<file path="src/rtl/axi_lite_master_pq.sv">
// AXI4-Lite master with independent queued read and write command paths.
// Optional response timeout with DRAIN recovery: define AXI_MASTER_TIMEOUT_EN.

module axi_lite_master_pq_fifo #(
    parameter int W     = 32,
    parameter int DEPTH = 4
) (
    input  logic         clk,
    input  logic         rst,
    input  logic         push,
    input  logic [W-1:0] push_data,
    input  logic         pop,
    output logic [W-1:0] head,
    output logic         full,
    output logic         empty
);
    localparam int PW = $clog2(DEPTH);

    logic [W-1:0]  mem [DEPTH];
    logic [PW-1:0] wr_ptr;
    logic [PW-1:0] rd_ptr;
    logic [PW:0]   count;
    logic          do_push;
    logic          do_pop;

    assign full    = (count == (PW+1)'(DEPTH));
    assign empty   = (count == '0);
    assign do_pop  = pop && !empty;
    // A pop in the same cycle frees the slot a push would need.
    assign do_push = push && (!full || do_pop);
    assign head    = mem[rd_ptr];

    always_ff @(posedge clk) begin
        if (do_push) mem[wr_ptr] <= push_data;
    end

    always_ff @(posedge clk or negedge rst) begin
        if (!rst) begin
            wr_ptr <= '0;
            rd_ptr <= '0;
            count  <= '0;
        end else begin
            if (do_push) wr_ptr <= wr_ptr + PW'(1);
            if (do_pop)  rd_ptr <= rd_ptr + PW'(1);
            case ({do_push, do_pop})
                2'b10:   count <= count + (PW+1)'(1);
                2'b01:   count <= count - (PW+1)'(1);
                default: count <= count;
            endcase
        end
    end
endmodule

module axi_lite_master_pq #(
    parameter int ADDR_W  = 32,
    parameter int DATA_W  = 32,
    parameter int DEPTH   = 4,
    parameter int TIMEOUT = 256
) (
    input  logic                clk,
    input  logic                rst,
    input  logic                cmd_rd_valid,
    output logic                cmd_rd_ready,
    input  logic [ADDR_W-1:0]   cmd_rd_addr,
    input  logic                cmd_wr_valid,
    output logic                cmd_wr_ready,
    input  logic [ADDR_W-1:0]   cmd_wr_addr,
    input  logic [DATA_W-1:0]   cmd_wr_data,
    input  logic [DATA_W/8-1:0] cmd_wr_strb,
    output logic                rsp_rd_valid,
    input  logic                rsp_rd_ready,
    output logic [DATA_W-1:0]   rsp_rd_data,
    output logic [1:0]          rsp_rd_resp,
    output logic                rsp_wr_valid,
    input  logic                rsp_wr_ready,
    output logic [1:0]          rsp_wr_resp,
    output logic [ADDR_W-1:0]   araddr,
    output logic                arvalid,
    input  logic                arready,
    input  logic [DATA_W-1:0]   rdata,
    input  logic [1:0]          rresp,
    input  logic                rvalid,
    output logic                rready,
    output logic [ADDR_W-1:0]   awaddr,
    output logic                awvalid,
    input  logic                awready,
    output logic [DATA_W-1:0]   wdata,
    output logic [DATA_W/8-1:0] wstrb,
    output logic                wvalid,
    input  logic                wready,
    input  logic [1:0]          bresp,
    input  logic                bvalid,
    output logic                bready,
    output logic [2:0]          rd_fsm_state,
    output logic [2:0]          wr_fsm_state
);
    localparam int SW = DATA_W / 8;
    localparam int WW = ADDR_W + DATA_W + SW;

    if ((DATA_W % 8) != 0 || DEPTH < 2 || (DEPTH & (DEPTH - 1)) != 0 || TIMEOUT < 1) begin : g_bad_params
        $error("axi_lite_master_pq: illegal parameter combination");
    end

    typedef enum logic [2:0] {
        R_IDLE = 3'd0,
        R_ADDR = 3'd1,
        R_DATA = 3'd2,
        R_RESP = 3'd3
`ifdef AXI_MASTER_TIMEOUT_EN
        , R_DRAIN = 3'd4
`endif
    } rd_state_t;

    typedef enum logic [2:0] {
        W_IDLE = 3'd0,
        W_AW_W = 3'd1,
        W_B    = 3'd2,
        W_RESP = 3'd3
`ifdef AXI_MASTER_TIMEOUT_EN
        , W_DRAIN = 3'd4
`endif
    } wr_state_t;

    rd_state_t rd_state, rd_state_d;
    wr_state_t wr_state, wr_state_d;

    logic              rd_full, rd_empty, rd_pop;
    logic [ADDR_W-1:0] rd_head;
    logic              wr_full, wr_empty, wr_pop;
    logic [WW-1:0]     wr_head;

    logic [ADDR_W-1:0] araddr_d;
    logic              arvalid_d, rready_d, rsp_rd_valid_d;
    logic [DATA_W-1:0] rsp_rd_data_d;
    logic [1:0]        rsp_rd_resp_d;

    logic [ADDR_W-1:0] awaddr_d;
    logic [DATA_W-1:0] wdata_d;
    logic [SW-1:0]     wstrb_d;
    logic              awvalid_d, wvalid_d, bready_d, rsp_wr_valid_d;
    logic [1:0]        rsp_wr_resp_d;
    logic              aw_done, aw_done_d, w_done, w_done_d;

`ifdef AXI_MASTER_TIMEOUT_EN
    localparam int TW = $clog2(TIMEOUT + 1);
    logic [TW-1:0] rd_cnt, rd_cnt_d, wr_cnt, wr_cnt_d;
`endif

    axi_lite_master_pq_fifo #(.W(ADDR_W), .DEPTH(DEPTH)) u_rd_fifo (
        .clk       (clk),
        .rst       (rst),
        .push      (cmd_rd_valid),
        .push_data (cmd_rd_addr),
        .pop       (rd_pop),
        .head      (rd_head),
        .full      (rd_full),
        .empty     (rd_empty)
    );

    axi_lite_master_pq_fifo #(.W(WW), .DEPTH(DEPTH)) u_wr_fifo (
        .clk       (clk),
        .rst       (rst),
        .push      (cmd_wr_valid),
        .push_data ({cmd_wr_addr, cmd_wr_data, cmd_wr_strb}),
        .pop       (wr_pop),
        .head      (wr_head),
        .full      (wr_full),
        .empty     (wr_empty)
    );

    assign cmd_rd_ready = !rd_full;
    assign cmd_wr_ready = !wr_full;
    assign rd_fsm_state = rd_state;
    assign wr_fsm_state = wr_state;

    // Read path: every AXI/user output is registered; the comb block computes next values.
    always_comb begin
        rd_state_d     = rd_state;
        araddr_d       = araddr;
        arvalid_d      = arvalid;
        rready_d       = rready;
        rsp_rd_valid_d = rsp_rd_valid;
        rsp_rd_data_d  = rsp_rd_data;
        rsp_rd_resp_d  = rsp_rd_resp;
        rd_pop         = 1'b0;
`ifdef AXI_MASTER_TIMEOUT_EN
        rd_cnt_d       = rd_cnt;
`endif
        case (rd_state)
            R_IDLE: begin
                if (!rd_empty) begin
                    rd_pop     = 1'b1;
                    araddr_d   = rd_head;
                    arvalid_d  = 1'b1;
                    rd_state_d = R_ADDR;
                end
            end
            R_ADDR: begin
                if (arready) begin
                    arvalid_d  = 1'b0;
                    rready_d   = 1'b1;
                    rd_state_d = R_DATA;
`ifdef AXI_MASTER_TIMEOUT_EN
                    rd_cnt_d   = '0;
`endif
                end
            end
            R_DATA: begin
                if (rvalid) begin
                    rsp_rd_data_d  = rdata;
                    rsp_rd_resp_d  = rresp;
                    rready_d       = 1'b0;
                    rsp_rd_valid_d = 1'b1;
                    rd_state_d     = R_RESP;
                end
`ifdef AXI_MASTER_TIMEOUT_EN
                else if (rd_cnt == TW'(TIMEOUT - 1)) begin
                    rsp_rd_data_d  = '0;
                    rsp_rd_resp_d  = 2'b11;
                    rsp_rd_valid_d = 1'b1;
                    rd_state_d     = R_DRAIN;
                end else begin
                    rd_cnt_d = rd_cnt + TW'(1);
                end
`endif
            end
            R_RESP: begin
                if (rsp_rd_ready) begin
                    rsp_rd_valid_d = 1'b0;
                    rd_state_d     = R_IDLE;
                end
            end
`ifdef AXI_MASTER_TIMEOUT_EN
            // Wait for both the user to take the error response and one late beat.
            R_DRAIN: begin
                if (rvalid)       rready_d       = 1'b0;
                if (rsp_rd_ready) rsp_rd_valid_d = 1'b0;
                if ((rvalid || !rready) && (rsp_rd_ready || !rsp_rd_valid))
                    rd_state_d = R_IDLE;
            end
`endif
            default: rd_state_d = R_IDLE;
        endcase
    end

    // Write path: AW and W retire independently; B is accepted only after both.
    always_comb begin
        wr_state_d     = wr_state;
        awaddr_d       = awaddr;
        wdata_d        = wdata;
        wstrb_d        = wstrb;
        awvalid_d      = awvalid;
        wvalid_d       = wvalid;
        bready_d       = bready;
        rsp_wr_valid_d = rsp_wr_valid;
        rsp_wr_resp_d  = rsp_wr_resp;
        aw_done_d      = aw_done;
        w_done_d       = w_done;
        wr_pop         = 1'b0;
`ifdef AXI_MASTER_TIMEOUT_EN
        wr_cnt_d       = wr_cnt;
`endif
        case (wr_state)
            W_IDLE: begin
                if (!wr_empty) begin
                    wr_pop     = 1'b1;
                    {awaddr_d, wdata_d, wstrb_d} = wr_head;
                    awvalid_d  = 1'b1;
                    wvalid_d   = 1'b1;
                    aw_done_d  = 1'b0;
                    w_done_d   = 1'b0;
                    wr_state_d = W_AW_W;
                end
            end
            W_AW_W: begin
                if (awvalid && awready) begin
                    awvalid_d = 1'b0;
                    aw_done_d = 1'b1;
                end
                if (wvalid && wready) begin
                    wvalid_d = 1'b0;
                    w_done_d = 1'b1;
                end
                if (aw_done_d && w_done_d) begin
                    bready_d   = 1'b1;
                    wr_state_d = W_B;
`ifdef AXI_MASTER_TIMEOUT_EN
                    wr_cnt_d   = '0;
`endif
                end
            end
            W_B: begin
                if (bvalid) begin
                    rsp_wr_resp_d  = bresp;
                    bready_d       = 1'b0;
                    rsp_wr_valid_d = 1'b1;
                    wr_state_d     = W_RESP;
                end
`ifdef AXI_MASTER_TIMEOUT_EN
                else if (wr_cnt == TW'(TIMEOUT - 1)) begin
                    rsp_wr_resp_d  = 2'b11;
                    rsp_wr_valid_d = 1'b1;
                    wr_state_d     = W_DRAIN;
                end else begin
                    wr_cnt_d = wr_cnt + TW'(1);
                end
`endif
            end
            W_RESP: begin
                if (rsp_wr_ready) begin
                    rsp_wr_valid_d = 1'b0;
                    wr_state_d     = W_IDLE;
                end
            end
`ifdef AXI_MASTER_TIMEOUT_EN
            W_DRAIN: begin
                if (bvalid)       bready_d       = 1'b0;
                if (rsp_wr_ready) rsp_wr_valid_d = 1'b0;
                if ((bvalid || !bready) && (rsp_wr_ready || !rsp_wr_valid))
                    wr_state_d = W_IDLE;
            end
`endif
            default: wr_state_d = W_IDLE;
        endcase
    end

    always_ff @(posedge clk or negedge rst) begin
        if (!rst) begin
            rd_state     <= R_IDLE;
            araddr       <= '0;
            arvalid      <= 1'b0;
            rready       <= 1'b0;
            rsp_rd_valid <= 1'b0;
            rsp_rd_data  <= '0;
            rsp_rd_resp  <= 2'b00;
`ifdef AXI_MASTER_TIMEOUT_EN
            rd_cnt       <= '0;
`endif
        end else begin
            rd_state     <= rd_state_d;
            araddr       <= araddr_d;
            arvalid      <= arvalid_d;
            rready       <= rready_d;
            rsp_rd_valid <= rsp_rd_valid_d;
            rsp_rd_data  <= rsp_rd_data_d;
            rsp_rd_resp  <= rsp_rd_resp_d;
`ifdef AXI_MASTER_TIMEOUT_EN
            rd_cnt       <= rd_cnt_d;
`endif
        end
    end

    always_ff @(posedge clk or negedge rst) begin
        if (!rst) begin
            wr_state     <= W_IDLE;
            awaddr       <= '0;
            wdata        <= '0;
            wstrb        <= '0;
            awvalid      <= 1'b0;
            wvalid       <= 1'b0;
            bready       <= 1'b0;
            rsp_wr_valid <= 1'b0;
            rsp_wr_resp  <= 2'b00;
            aw_done      <= 1'b0;
            w_done       <= 1'b0;
`ifdef AXI_MASTER_TIMEOUT_EN
            wr_cnt       <= '0;
`endif
        end else begin
            wr_state     <= wr_state_d;
            awaddr       <= awaddr_d;
            wdata        <= wdata_d;
            wstrb        <= wstrb_d;
            awvalid      <= awvalid_d;
            wvalid       <= wvalid_d;
            bready       <= bready_d;
            rsp_wr_valid <= rsp_wr_valid_d;
            rsp_wr_resp  <= rsp_wr_resp_d;
            aw_done      <= aw_done_d;
            w_done       <= w_done_d;
`ifdef AXI_MASTER_TIMEOUT_EN
            wr_cnt       <= wr_cnt_d;
`endif
        end
    end
endmodule
</file>
<file path="config.mk">
export PLATFORM = sky130hd
export DESIGN_NAME = axi_lite_master_pq
export DESIGN_NICKNAME = d
export VERILOG_FILES = /design/src/rtl/axi_lite_master_pq.sv
export SDC_FILE = /design/constraint.sdc
export NUM_CORES = 1
export LEC_CHECK = 0
export BUFFER_PORTS_ARGS = -buffer_cell sky130_fd_sc_hd__buf_2
export CAP_MARGIN = 20
export CORE_ASPECT_RATIO = 1.5
export CORE_MARGIN = 3
export CORE_UTILIZATION = 30
export DETAILED_ROUTE_END_ITERATION = 16
export HOLD_SLACK_MARGIN = 0.12
export SLEW_MARGIN = 20
export SYNTH_ARGS = -nofsm -noshare
export SYNTH_HDL_FRONTEND = slang
export SYNTH_SLANG_ARGS = --single-unit
</file>
<file path="constraint.sdc">
create_clock -name clk -period 7.29 [get_ports clk]
set_input_delay 0 -clock clk [delete_from_list [all_inputs] [get_ports clk]]
set_output_delay 0 -clock clk [all_outputs]
set_load 0.005 [all_outputs]
</file>
==> impl_metrics.csv <==
group,metric,value,unit
run_status,status,"finished clean",
sta,relSlewSlack,0.319,
critical_path,criticalPathCategory,"flop to flop",
drt,ant_nets,0,
sta,final.setup.tns,0,ns
synth,synth.mux.area_fraction,0.129,
cts,cts_inserted_buffers,54,
power_and_ir_drop,power_leakage,11.0,nW
synth,synth_fa_ha_area_frac,0.0138,
synth,yosys_warnings,0,
cells_and_area,area.growth.synth_to_final,32.8,%
sta,skew,0.0181,ns
synth,ys_async_sr_fraction,0.290,
critical_path,rr_endpoint,"u_rd_fifo.count[2]$_DFFE_PN0P_",
drt,vias,12049,
cts,clkLatencyLatePin,0.61,ns
cells_and_area,drive_above_1_share,0.306,
placement,io_buffers,295,
synth,ys.flop_type,"edfxtp_1",
synth,synth_edf_count,400,
floorplan,rows,118,
critical_path,critPathCaptureType,"flop",
grt,grtUsageTotal,0.136,
synth,synth-compound-area-share,0.00992,
drt,post-route-drc-count,0,
power_and_ir_drop,total_power,0.0111,W
critical_path,crit_end,"u_rd_fifo.count[2]$_DFFE_PN0P_",
floorplan,die_area,73500,um^2
floorplan,die_height,330,um
floorplan,dieWidth,222,um
critical_path,reg2reg_from,"rd_fsm_state[0]$_DFFE_PN0P_",
drt,via_per_inst,4.46,
drt,drt-total-wl,50.0,mm
cts,cts_tree,"done",
critical_path,reg2reg_slack,3.98,ns
sta,fin_crit_sh,0.454,
synth,synth_seq_area_share,0.764,
cells_and_area,layout.nets,1921,
placement,place_ws,3.94,ns
synth,synth_seq_cells,563,
critical_path,r2r_cells,10,
critical_path,worstPathMaxFanout,35,
drt,wl_per_cell,18.5,um
sta,max_freq,302,MHz
sta,whs,0.163,ns
sta,rsz0062_at_grt,"false",
grt,antenna_found_initial,3,
sta,setup_viol,0,
grt,grt_max_degree,72,
sta,hold_viol,0,
cts,clock_sinks,563,
synth,netlist_instances,1179,
power_and_ir_drop,cellPowerDensity,395,nW/um^2
floorplan,pin_count,298,
synth,synthSimpleGateAreaFrac,0.0619,
placement,place.gp.congestion,0.726,
min_path,min_path_type,"input port to flop",
floorplan,initial_utilization,0.304,
critical_path,worst_setup_path_start_kind,"flop",
grt,first_global_vias,13439,
cts,htreeDepth,2,
placement,place_hpwl,28.7,mm
grt,gr-total-overflow,0,
synth,synth.distinct_cells,35,
cts,clock_path_buffers,3,
job,maxCapViolations,0,
critical_path,slowest_delay,0.78,ns
grt,grt_pass1_wl,77.9,mm
sta,tightest_slew,1.02,ns
sta,worst_slack,3.98,ns
synth,synth.cell_area,21100,um^2
critical_path,path_delay_family,"buffers and inverters",
cts,clk_pin_slew,0.06,ns
drt,drt_pre_antenna_iters,5,
critical_path,cp_cell_sequence,"inv_1 -> ha_1 -> nand2b_2 -> inv_2 -> ha_1 -> inv_1 -> fa_1 -> xor2_1 -> nor2_1 -> xor2_1",
drt,drt-initial-drc-count,605,
critical_path,path_depth,10,
sta,post-route-min-period,3.31,ns
power_and_ir_drop,ir_worst_vdd,0.000251,V
cts,cts_root_buf,"clkbuf_16",
synth,postSynthAreaPerCell,17.9,um^2
critical_path,critPathBufInv,3,
critical_path,cp.required,7.81,ns
sta,finalMaxSlewViolations,0,
synth,yosys.area_share.xor_xnor,0.00499,
floorplan,core,69200,um^2
critical_path,crit_arrival,3.83,ns
critical_path,startpoint,"rd_fsm_state[0]$_DFFE_PN0P_",
cts,postCtsSetupBuffers,0,
synth,synth_top_family_by_area,"multiplexers",
critical_path,crit_path_top_delay_cell,"inv_2",
cells_and_area,nFillCells,6279,
## worst register-to-register path, stage by stage (launching register included)
cell and delay [ns]:
dfrtp_1 0.43, inv_1 0.12, ha_1 0.24, nand2b_2 0.48, inv_2 0.78, ha_1 0.31
inv_1 0.07, fa_1 0.37, xor2_1 0.15, nor2_1 0.12, xor2_1 0.17
## Yosys cell counts (3+ instances only)
cell type	instances	area share
mux4_2	100	0.11
buf_2	16	0.0038
o21ai_0	9	0.0021
clkbuf_1	16	0.0029
buf_4	11	0.0039
and2_1	8	0.0024
dfrtp_1	163	0.19
a21oi_1	9	0.0021
xor2_1	4	0.0017
ha_1	20	0.012
edfxtp_1	400	0.57
buf_1	7	0.0012
xnor2_1	8	0.0033
nor2_1	7	0.0012
inv_1	20	0.0036
nand3_1	3	0.00071
mux2_2	40	0.021
nand2_1	313	0.056
## worst min-delay path by stage
stage                          startpoint                              to  slack (ns)  cells after the start
after floorplan                       rst           araddr[0]$_DFFE_PN0P_       -0.30                      0
after global placement                rst          araddr[13]$_DFFE_PN0P_     -0.0005                      1
after detailed placement              rst          araddr[14]$_DFFE_PN0P_       0.008                      1
after CTS                 cmd_rd_addr[31]  u_rd_fifo.mem[2][31]$_DFFE_PP_        0.12                      2
after global routing      cmd_wr_data[18]  u_wr_fifo.mem[0][22]$_DFFE_PP_        0.13                      2
final                     cmd_wr_data[18]  u_wr_fifo.mem[0][22]$_DFFE_PP_        0.16                      2
## through the flow
| stage | std cells | utilization | instance area [um^2] |
|---|---|---|---|
| floorplan | 1180 | - | 21100 |
| global placement | 2337 | 0.340 | 23500 |
| detailed placement | 2337 | 0.340 | 23500 |
| CTS | 2697 | 0.404 | 28000 |
| global route | 2699 | 0.404 | 28000 |
| finish | 2700 | 0.404 | 28000 |
## flip-flops by register name (all words and copies together), names as in the netlist, 3 cells and up
| signal | count |
|---|---|
| araddr | 32 |
| awaddr | 32 |
| rsp_rd_data | 32 |
| u_rd_fifo.count | 3 |
| u_rd_fifo.mem | 128 |
| u_wr_fifo.count | 3 |
| u_wr_fifo.mem | 272 |
| wdata | 32 |
| wstrb | 4 |
## where the power goes
| part | total (W) | internal [W] | switching, W |
|---|---|---|---|
| logic | 0.00331 | 0.00160 | 0.00171 |
| registers | 0.00492 | 0.00442 | 0.000500 |
| clock network | 0.00283 | 0.00161 | 0.00121 |
| total | 0.0111 | 0.00763 | 0.00343 |
## per-layer routing
metal  vias to the layer above  track usage  wire, um
li1                       5499            -         -
met1                      6169        0.156     19400
met2                       315        0.252     26300
met3                        66       0.0332      2950
met4                         0       0.0419      1360
met5                         -            0         0
## layout by cell type (no fill, tap or decap), types with 3 or more instances in the layout
cell type,Yosys,routed
dfrtp_1,163,159
ha_1,20,20
clkinv_1,0,6
a21oi_1,9,9
diode_2,0,3
and2_4,0,4
xor2_1,4,4
xnor2_1,8,8
mux4_2,100,100
clkinv_2,0,8
nand3_1,3,3
dlygate4sd3_1,0,258
clkbuf_16,0,54
bufinv_16,0,5
buf_2,16,294
clkbuf_8,0,7
clkbuf_1,16,11
o21ai_0,9,9
inv_1,20,20
clkinv_4,0,3
inv_6,0,3
mux2_2,40,40
buf_4,11,12
and2_2,0,4
nor2_1,7,7
clkinvlp_4,0,5
nand2_1,313,313
edfxtp_1,400,400
## timing repair
item,in CTS,in global routing
resized for setup,0,0
endpoints found under the hold margin,632,0
hold buffers,259,0
endpoints found under the setup margin,0,0
## kinds of logic (layout without fill, tap and decap cells)
logic type | after synthesis | after routing
DFF | 563 | 563
muxes | 142 | 142
AOI/OAI and AO/OA | 31 | 31
other | 1 | 5
adders and majority gates | 22 | 22
buffers and inverters | 72 | 689
xor gates and xnor gates | 12 | 12
and+or+nand+nor | 336 | 336
## cell type report
cell class	count	area, um^2	area share
repair buffers	566	4190	0.150
clock inverters	30	328	0.0117
diodes	3	7.51	0.000268
inverters	22	83.8	0.00300
flip-flops and latches	563	16100	0.576
clock buffers	71	1480	0.0528
multi-input cells	545	4660	0.167
well taps	900	1130	0.0403
Power figures use the tool's default switching activity.
